$ cat src/rtl/alu_arb_pkg.sv
// ============================================================================
// Module  : alu_arb_pkg
// Brief   : Shared ALU widths, op encoding and output-register states.
// Revision: 1.0 - initial release
// ============================================================================
`default_nettype none

package alu_arb_pkg;

    localparam int ALU_DATA_W = 32;
    localparam int ALU_OP_W   = 4;

    typedef enum logic [ALU_OP_W-1:0] {
        ALU_ADD   = 4'h0,
        ALU_SUB   = 4'h1,
        ALU_SLT   = 4'h2,
        ALU_SLTU  = 4'h3,
        ALU_XOR   = 4'h4,
        ALU_OR    = 4'h5,
        ALU_AND   = 4'h6,
        ALU_SLL   = 4'h7,
        ALU_SRL   = 4'h8,
        ALU_SRA   = 4'h9,
        ALU_PASSB = 4'hA
    } alu_op_e;

    typedef enum logic [0:0] {
        RSP_EMPTY = 1'b0,
        RSP_FULL  = 1'b1
    } rsp_state_e;

endpackage

`default_nettype wire

$ cat src/rtl/rr_arbiter.sv
// ============================================================================
// Module  : rr_arbiter
// Brief   : Round-robin arbiter with one-hot grant and grant index; the
//           ALU_ARB_FIXED_PRIO_EN macro selects a pointer-less fixed-priority
//           variant (lowest index wins).
// Revision: 1.0 - initial release
// ============================================================================
`default_nettype none

module rr_arbiter
    import alu_arb_pkg::*;
#(
    parameter  int NUM_REQ = 2,
    localparam int ID_W    = $clog2(NUM_REQ)
) (
    input  logic               clk,
    input  logic               rst_n,
    input  logic [NUM_REQ-1:0] req,
    input  logic               advance,
    output logic [NUM_REQ-1:0] grant,
    output logic [ID_W-1:0]    grant_idx
);

`ifdef ALU_ARB_FIXED_PRIO_EN

    // No pointer state here, so the clock, reset and advance strobe are idle.
    logic unused_ports;
    assign unused_ports = clk ^ rst_n ^ advance;

    always_comb begin
        grant     = '0;
        grant_idx = '0;
        for (int i = NUM_REQ - 1; i >= 0; i--) begin
            if (req[i]) begin
                grant_idx = ID_W'(i);
            end
        end
        if (|req) begin
            grant[grant_idx] = 1'b1;
        end
    end

`else

    logic [ID_W-1:0] ptr;
    logic [ID_W-1:0] next_ptr;
    logic [ID_W:0]   sum;
    logic [ID_W-1:0] cand;
    logic            found;

    // With no request the index rests on the pointer so the operand mux
    // still selects a defined requester.
    always_comb begin
        grant     = '0;
        grant_idx = ptr;
        found     = 1'b0;
        sum       = '0;
        cand      = '0;
        for (int i = 0; i < NUM_REQ; i++) begin
            sum = {1'b0, ptr} + (ID_W+1)'(i);
            if (sum >= (ID_W+1)'(NUM_REQ)) begin
                sum = sum - (ID_W+1)'(NUM_REQ);
            end
            cand = sum[ID_W-1:0];
            if (!found && req[cand]) begin
                found     = 1'b1;
                grant_idx = cand;
            end
        end
        if (found) begin
            grant[grant_idx] = 1'b1;
        end
    end

    always_comb begin
        if (grant_idx == ID_W'(NUM_REQ - 1)) begin
            next_ptr = '0;
        end else begin
            next_ptr = grant_idx + ID_W'(1);
        end
    end

    always_ff @(posedge clk or negedge rst_n) begin
        if (!rst_n) begin
            ptr <= '0;
        end else if (advance) begin
            ptr <= next_ptr;
        end
    end

`endif

endmodule

`default_nettype wire

$ cat src/rtl/alu_share_arbiter.sv
// ============================================================================
// Module  : alu_share_arbiter
// Brief   : Shares one combinational ALU among NUM_REQ requesters and returns
//           each result with its owner ID through a one-entry output register.
//           Define ALU_ARB_FIXED_PRIO_EN for fixed (lowest index) priority.
// Revision: 1.0 - initial release
// ============================================================================
`default_nettype none

module alu_share_arbiter
    import alu_arb_pkg::*;
#(
    parameter  int NUM_REQ = 2,
    localparam int ID_W    = $clog2(NUM_REQ)
) (
    input  logic                          clk_i,
    input  logic                          rst_ni,
    input  logic [NUM_REQ-1:0]            req_valid_i,
    output logic [NUM_REQ-1:0]            req_ready_o,
    input  logic [NUM_REQ*ALU_DATA_W-1:0] req_op_a_i,
    input  logic [NUM_REQ*ALU_DATA_W-1:0] req_op_b_i,
    input  logic [NUM_REQ*ALU_OP_W-1:0]   req_alu_op_i,
    output logic [ALU_DATA_W-1:0]         alu_operand_a_o,
    output logic [ALU_DATA_W-1:0]         alu_operand_b_o,
    output logic [ALU_OP_W-1:0]           alu_op_o,
    input  logic [ALU_DATA_W-1:0]         alu_data_i,
    output logic                          rsp_valid_o,
    input  logic                          rsp_ready_i,
    output logic [ID_W-1:0]               rsp_id_o,
    output logic [ALU_DATA_W-1:0]         rsp_data_o
);

    rsp_state_e            rsp_state;
    logic [ALU_DATA_W-1:0] rsp_data;
    logic [ID_W-1:0]       rsp_id;

    logic                  can_accept;
    logic [NUM_REQ-1:0]    arb_req;
    logic [NUM_REQ-1:0]    grant;
    logic [ID_W-1:0]       grant_idx;
    logic                  transfer;

    assign can_accept = (rsp_state == RSP_EMPTY) || rsp_ready_i;

    // Requests are masked before arbitration so that a blocked cycle looks
    // like an idle one and the mux falls back to the pointer's requester.
    assign arb_req = req_valid_i & {NUM_REQ{can_accept}};

    rr_arbiter #(
        .NUM_REQ (NUM_REQ)
    ) u_arbiter (
        .clk       (clk_i),
        .rst_n     (rst_ni),
        .req       (arb_req),
        .advance   (transfer),
        .grant     (grant),
        .grant_idx (grant_idx)
    );

    assign req_ready_o = rst_ni ? grant : '0;
    assign transfer    = |req_ready_o;

    always_comb begin
        alu_operand_a_o = '0;
        alu_operand_b_o = '0;
        alu_op_o        = '0;
        if (rst_ni) begin
            alu_operand_a_o = req_op_a_i[ALU_DATA_W*int'(grant_idx) +: ALU_DATA_W];
            alu_operand_b_o = req_op_b_i[ALU_DATA_W*int'(grant_idx) +: ALU_DATA_W];
            alu_op_o        = req_alu_op_i[ALU_OP_W*int'(grant_idx) +: ALU_OP_W];
        end
    end

    always_ff @(posedge clk_i or negedge rst_ni) begin
        if (!rst_ni) begin
            rsp_state <= RSP_EMPTY;
            rsp_data  <= '0;
            rsp_id    <= '0;
        end else begin
            case (rsp_state)
                RSP_EMPTY: begin
                    if (transfer) begin
                        rsp_state <= RSP_FULL;
                        rsp_data  <= alu_data_i;
                        rsp_id    <= grant_idx;
                    end
                end
                RSP_FULL: begin
                    if (transfer) begin
                        rsp_data <= alu_data_i;
                        rsp_id   <= grant_idx;
                    end else if (rsp_ready_i) begin
                        rsp_state <= RSP_EMPTY;
                    end
                end
                default: begin
                    rsp_state <= RSP_EMPTY;
                end
            endcase
        end
    end

    assign rsp_valid_o = (rsp_state == RSP_FULL);
    assign rsp_data_o  = rsp_data;
    assign rsp_id_o    = rsp_id;

endmodule

`default_nettype wire

$ cat config.mk
export PLATFORM = sky130hd
export DESIGN_NAME = alu_share_arbiter
export DESIGN_NICKNAME = d
export VERILOG_FILES = /design/src/rtl/alu_arb_pkg.sv /design/src/rtl/rr_arbiter.sv /design/src/rtl/alu_share_arbiter.sv
export SDC_FILE = /design/constraint.sdc
export NUM_CORES = 1
export LEC_CHECK = 0
export ABC_AREA = 0
export BUFFER_PORTS_ARGS = -buffer_cell sky130_fd_sc_hd__buf_2
export CELL_PAD_IN_SITES_DETAIL_PLACEMENT = 1
export CELL_PAD_IN_SITES_GLOBAL_PLACEMENT = 2
export CORE_MARGIN = 2
export CORE_UTILIZATION = 17
export CTS_CLUSTER_SIZE = 20
export DETAILED_ROUTE_END_ITERATION = 6
export GPL_TIMING_DRIVEN = 0
export PLACE_DENSITY_LB_ADDON = 0.1
export SLEW_MARGIN = 10
export SYNTH_ARGS = -nofsm -noshare
export SYNTH_HDL_FRONTEND = slang
export SYNTH_SLANG_ARGS = --single-unit
$ cat constraint.sdc
create_clock -name clk_i -period 2.2 [get_ports clk_i]
set_clock_uncertainty 0.05 [all_clocks]
set_input_delay 0.55 -clock clk_i [delete_from_list [all_inputs] [get_ports clk_i]]
set_output_delay 0.55 -clock clk_i [all_outputs]
set_load 0.01 [all_outputs]
======== Yosys cells after proc, flatten, opt, wreduce, memory -nomap -nowiden ========
Cells that the tools add are included.
word-level totals
  register bits ........................... 35
  bits in latches ......................... 0
  bits in writable memories ............... 0
  memory bits (read-only) ................. 0
  input port bits ......................... 173
  output and inout port bits .............. 104
  memories ................................ 0
cells by class
  add/sub/neg operators ................... 4
  $mul .................................... 0
  div/mod/pow operators ................... 0
  order comparisons ....................... 6
  equal/unequal tests ..................... 0
  shifts and indexed selects .............. 3
  muxes and demuxes ....................... 24
  bitwise operators ....................... 2
  reduce and logical (&&, ||, !) cells .... 5
operator list
  cell                                                         number
  indexed part select 64 x 7 -> 32 bit                         2
  two-way mux 32 bit                                           3
  two-way mux 1 bit                                            16
  indexed part select 8 x 4 -> 4 bit                           1
  less-than comparator 1 x 2 -> 1 bit (second input constant)  3
  two-way mux 2 bit                                            2
  two-way mux 4 bit                                            1
  adder 1 x 1 -> 2 bit (second input constant)                 1
  bitwise AND 2 bit                                            1
  >= comparator 1 x 2 -> 1 bit (second input constant)         1
  >= comparator 2 bit (second input constant)                  1
  logical AND 1 bit                                            2
  case mux 1 bit (2 select lines)                              1
  OR reduction 2 bit                                           1
  subtractor 1 bit (second input constant)                     2
  adder 1 bit (second input constant)                          1
  demux 1 bit (select 1 bit)                                   1
  >= comparator 1 bit (second input constant)                  1
  logical NOT 1 bit                                            1
  logical OR 1 bit                                             1
  NOT 1 bit                                                    1

======== Logic depth before layout (Yosys ltp) ========
  word-level depth ........................ 18
  mapped depth ............................ 6
  mapped depth without buffers ............ 4

======== Hierarchy ========
Synthesis repeated with hierarchy kept, for this count alone.
second synthesis, totals
  cell total of the unflattened synthesis .. 240
  area total of the unflattened synthesis .. 2613.8 sq um
modules (own cells, without submodules)
  module             instances  cells an instance  area each (sq um)  sequential area each (sq um)
  alu_share_arbiter  1          230                2531.2             850.8
  rr_arbiter         1          10                 82.6               25.0

======== Worst setup path after synthesis ========
No wires, ideal clock.
  kind .................................... input to output
  from .................................... input port rsp_ready_i
  to ...................................... output port alu_op_o[0]
  arrival ................................. 1.522 ns
  data required time ...................... 1.600 ns
  slack ................................... 0.078 ns
  stages on the path ...................... 6
  path buffers ............................ 2
  cells stage by stage .................... nor2b_4 -> o21ai_1 -> a21oi_1 -> buf_4 -> buf_6 -> mux2i_1
on the way
  word-level cells in the longest chain between the ends .. 10
ends and longest elaborated chain
  item                                                  line                     text
  start, declared                                       alu_share_arbiter.sv:28  input logic rsp_ready_i,
  logical OR 1 bit *                                    alu_share_arbiter.sv:43  assign can_accept = (rsp_state == RSP_EMPTY) || rsp_ready_i;
  bitwise AND 2 bit *                                   alu_share_arbiter.sv:47  assign arb_req = req_valid_i & {NUM_REQ{can_accept}};
  two-way mux 1 bit (not written as such) (2 in a row)  rr_arbiter.sv:65         if (!found && req[cand]) begin
  two-way mux 1 bit                                     rr_arbiter.sv:65
  logical NOT 1 bit                                     rr_arbiter.sv:65
  logical AND 1 bit                                     rr_arbiter.sv:65
  two-way mux 1 bit *                                   rr_arbiter.sv:65
  indexed part select 8 x 4 -> 4 bit *                  alu_share_arbiter.sv:70  alu_op_o = req_alu_op_i[ALU_OP_W*int'(grant_idx) +: ALU_OP_W];
  two-way mux 4 bit *                                   alu_share_arbiter.sv:67  if (rst_ni) begin
  end, declared                                         alu_share_arbiter.sv:25  output logic [ALU_OP_W-1:0] alu_op_o,
Mark *: on every way between the ends. The rest lies on a longest branch, timed or not. The select of a mux whose other input is x is not followed.

======== Worst setup path in the final report ========
  from .................................... register rsp_state (netlist: rsp_valid_o)
  to ...................................... output port alu_operand_b_o[11]
on the way
  word-level cells in the longest chain between the ends .. 11
ends and longest elaborated chain
  item                                                  line                     text
  start, declared                                       alu_share_arbiter.sv:33  rsp_state_e rsp_state;
  start signal, assigned                                alu_share_arbiter.sv:76  rsp_state <= RSP_EMPTY;
  start signal, assigned                                alu_share_arbiter.sv:83  rsp_state <= RSP_FULL;
  start signal, assigned                                alu_share_arbiter.sv:93  rsp_state <= RSP_EMPTY;
  NOT 1 bit *                                           n/a
  logical OR 1 bit *                                    alu_share_arbiter.sv:43
  bitwise AND 2 bit *                                   alu_share_arbiter.sv:47
  two-way mux 1 bit (not written as such) (2 in a row)  rr_arbiter.sv:65
  two-way mux 1 bit                                     rr_arbiter.sv:65
  logical NOT 1 bit                                     rr_arbiter.sv:65
  logical AND 1 bit                                     rr_arbiter.sv:65
  two-way mux 1 bit *                                   rr_arbiter.sv:65
  indexed part select 64 x 7 -> 32 bit *                alu_share_arbiter.sv:69  alu_operand_b_o = req_op_b_i[ALU_DATA_W*int'(grant_idx) +: ALU_DATA_W];
  two-way mux 32 bit *                                  alu_share_arbiter.sv:67
  end, declared                                         alu_share_arbiter.sv:24  output logic [ALU_DATA_W-1:0] alu_operand_b_o,
Marked as above.

==> run_results.csv <==
group,metric,value,unit
synthesis,synth_top_family_by_area,"multiplexers",
sta,timing_worst_slew_pin_value,0.472,ns
global_route,grt_overflow,0,
synthesis,yosysUniqueCellTypes,18,
worst_setup_path,slowest_stage,"dfrtp_1",
detailed_routing,vias,3275,
sta,finalCritPeriodShare,110,%
detailed_routing,dr.pass1.iters,4,
status,status,"complete, but fails checks",
layout,nets,777,
layout,regArea,876,um2
die,dieHeight,130,um
global_route,grt_pass1_wl,17.0,mm
sta,fmax,412,MHz
synthesis,synthCells,310,
die,die_area,16800,um2
worst_setup_path,cp_slowest_stage_delay,0.39,ns
cts,cts_hold_buffers,0,
sta,maxSlewViolCount,0,
worst_setup_path,worstSetupEndpoint,"alu_operand_b_o[11]",
synthesis,ys_ff_latch,35,
detailed_routing,wl_per_cell,15.2,um
die,io_pins,277,
cts,ctsHtreeMaxLevel,2,
cts,cts_tree,"done",
placed_design,dp_hpwl,9.97,mm
worst_setup_path,critPathMostFrequentCell,"buf_12",
worst_setup_path,required,1.60,ns
global_route,grt_pass1_vias,3277,
synthesis,synth_common_cells,"nand2_1 (137), mux2i_1 (68), dfrtp_1 (35)",
status,violations,"setup timing",
layout,final_util,31.8,%
die,initial_core_util,17.5,%
cts,clock_latency,0.27,ns
die,coreArea,15300,um2
cts,clk_pin_slew_worst_paths,0.05,ns
cts,cts.root.buffer_cell,"clkbuf_16",
sta,hold_violations,0,
synthesis,synth.net_count,483,
die,num_rows,45,
worst_setup_path,r2r_slack,0.44,ns
worst_setup_path,worstReg2RegStart,"rsp_valid_o",
detailed_routing,ant_nets,0,
worst_setup_path,startpoint,"rsp_valid_o",
worst_setup_path,worstSetupPathType,"reg -> out",
layout,multiInputGateArea,1700,um2
synthesis,yosysTopAreaCell,"dfrtp_1",
worst_setup_path,rr_endpoint,"rsp_id_o",
synthesis,yosys.area_share.xor_xnor,0,%
worst_setup_path,crit_fanout,9,
sta,setup_viol,70,
synthesis,yosysMostFrequentCell,"nand2_1",
run,drv_cap,0,
sta,grt_setup_unrepaired,"yes",
cts,cts_buffers,5,
synthesis,syn_avg_cell_area,8.65,um2
worst_hold_path,min_path_type,"in -> async",
placed_design,preCtsSetupSlack,-1.17,ns
synthesis,ys_warn_count,0,
synthesis,ys_top_cells_by_area,"dfrtp_1 (33%), mux2i_1 (25%), nand2_1 (19%)",
worst_setup_path,path_cells,"buf_4 > nand2b_4 > a21oi_2 > a21oi_4 > buf_12 > buf_12 > mux2i_1 > buf_2",
detailed_routing,drtIter0Drc,28,
synthesis,synth_area,2680,um2
synthesis,yosys.area_share.simple,20.9,%
cts,cts.sinks,35,
power,power_density,632,nW/um2
placed_design,gp_congestion,0.706,
worst_setup_path,worst_setup_path_start_kind,"register",
synthesis,async_flop_share,100,%
synthesis,synthMuxAreaShare,39.3,%
synthesis,synth_top_area_share,32.7,%
synthesis,seq_area_frac_synth,32.7,%
sta,setup_tns,-13.41,ns
power,p_leak,2.78,nW
worst_setup_path,crit_arrival,1.83,ns
die,die_w,130,um
power,vdd_drop_max,0.282,mV
layout,n_antenna_cell,0,
global_route,track_usage,12.9,%
sta,post-route-worst-setup-slack,-0.226,ns
worst_setup_path,cp-end-kind,"output port",
synthesis,synth_compound_area_share,1.07,%
synthesis,synthFlopType,"dfrtp_1",
synthesis,synth_edf_count,0,
sta,slew_headroom,68.5,%
layout,fillCellCount,1891,
global_route,grt_antenna_before_repair,0,
sta,whs,0.0317,ns
detailed_routing,wirelength,12.4,mm
placed_design,numPortBuffers,276,
power,total_power,0.00308,W
synthesis,synthAdderAreaFrac,0,%
sta,layout_min_cycle_time,2.43,ns
global_route,grt_max_degree,38,
layout,areaGrowthSynthToFinish,81.6,%
cts,cts_max_path_buffers,2,
detailed_routing,drcViolationCount,0,
detailed_routing,via_per_inst,4.01,
worst_setup_path,reg2regPathDepth,5,
layout,drive_gt1_share,54.2,%
==> timing repair <==
item	4_1_cts	5_1_grt
cloned	1	7
resized for setup	29	32
pin swaps	1	2
endpoints found under the setup margin	97	70
setup buffers	1	2
==> sequential cells by signal (all words and copies together) (netlist names) <==
signal         flops
rsp_data_o        32
rsp_id_o           1
rsp_valid_o        1
u_arbiter.ptr      1
==> kinds of logic after synthesis <==
logic type	Yosys count
DFF	35
AOI/OAI and AO/OA	5
buffers and inverters	26
and+or+nand+nor	143
muxes	101
==> worst min path at each step <==
stage,endpoint,depth (start not counted),from
after floorplan,rsp_data_o[0],0,rst_ni
after global placement,rsp_data_o[25],1,rsp_data_o[25]
after detailed placement,rsp_data_o[24],1,rsp_data_o[24]
after CTS,rsp_data_o[12],1,rst_ni
after global routing,rsp_data_o[20],1,rst_ni
final,rsp_data_o[21],1,rst_ni
==> per-stage QoR <==
| step | cells | instance area, um2 |
|---|---|---|
| CTS | 807 | 4570 |
| global placement | 797 | 4330 |
| detailed placement | 797 | 4330 |
| floorplan | 310 | 2680 |
| finish | 816 | 4870 |
| global route | 816 | 4870 |
==> power by group <==
part | switching (W) | internal, W | leakage [nW]
clock | 0.000240 | 0.000418 | 0.0679
combinational | 0.000746 | 0.000858 | 2.30
sequential | 0.0000529 | 0.000763 | 0.409
==> critical path: cells and delay by family, from the launching register on <==
family	cells	cell delay, ns
buffers and inverters	4	0.65
flip-flops	1	0.39
AO/OA/AOI/OAI	2	0.23
multiplexers	1	0.21
AND/OR/NAND/NOR	1	0.07
==> cells in the final DEF, fill, tap and decap left out, types with 2 or more instances in the layout <==
cell	synthesis	final
buf_6	7	4
mux2i_1	68	65
buf_4	2	4
o21ai_2	1	2
clkbuf_16	0	12
mux2i_2	0	2
clkbuf_1	13	5
clkbuf_4	0	4
buf_12	0	8
mux2_1	32	32
nand2_1	137	137
clkbuf_2	0	6
buf_2	4	276
dfrtp_1	35	35
==> routing by layer <==
layer	vias to the layer above	wire length, um	global-route usage, %
met3	7	1120	4.13
li1	1612	-	-
met2	160	6390	24.4
met5	-	0	0
met1	1496	4810	14.4
met4	0	70	2.09
==> cell type report <==
| cell class | count | share of cell area (%) |
|---|---|---|
| flip-flops and latches | 35 | 18.0 |
| clock inverters | 1 | 0.103 |
| well taps | 211 | 5.42 |
| clock buffers | 7 | 2.72 |
| repair buffers | 287 | 33.3 |
| plain buffers | 26 | 5.58 |
| multi-input cells | 249 | 34.9 |
Power figures use the tool's default switching activity.
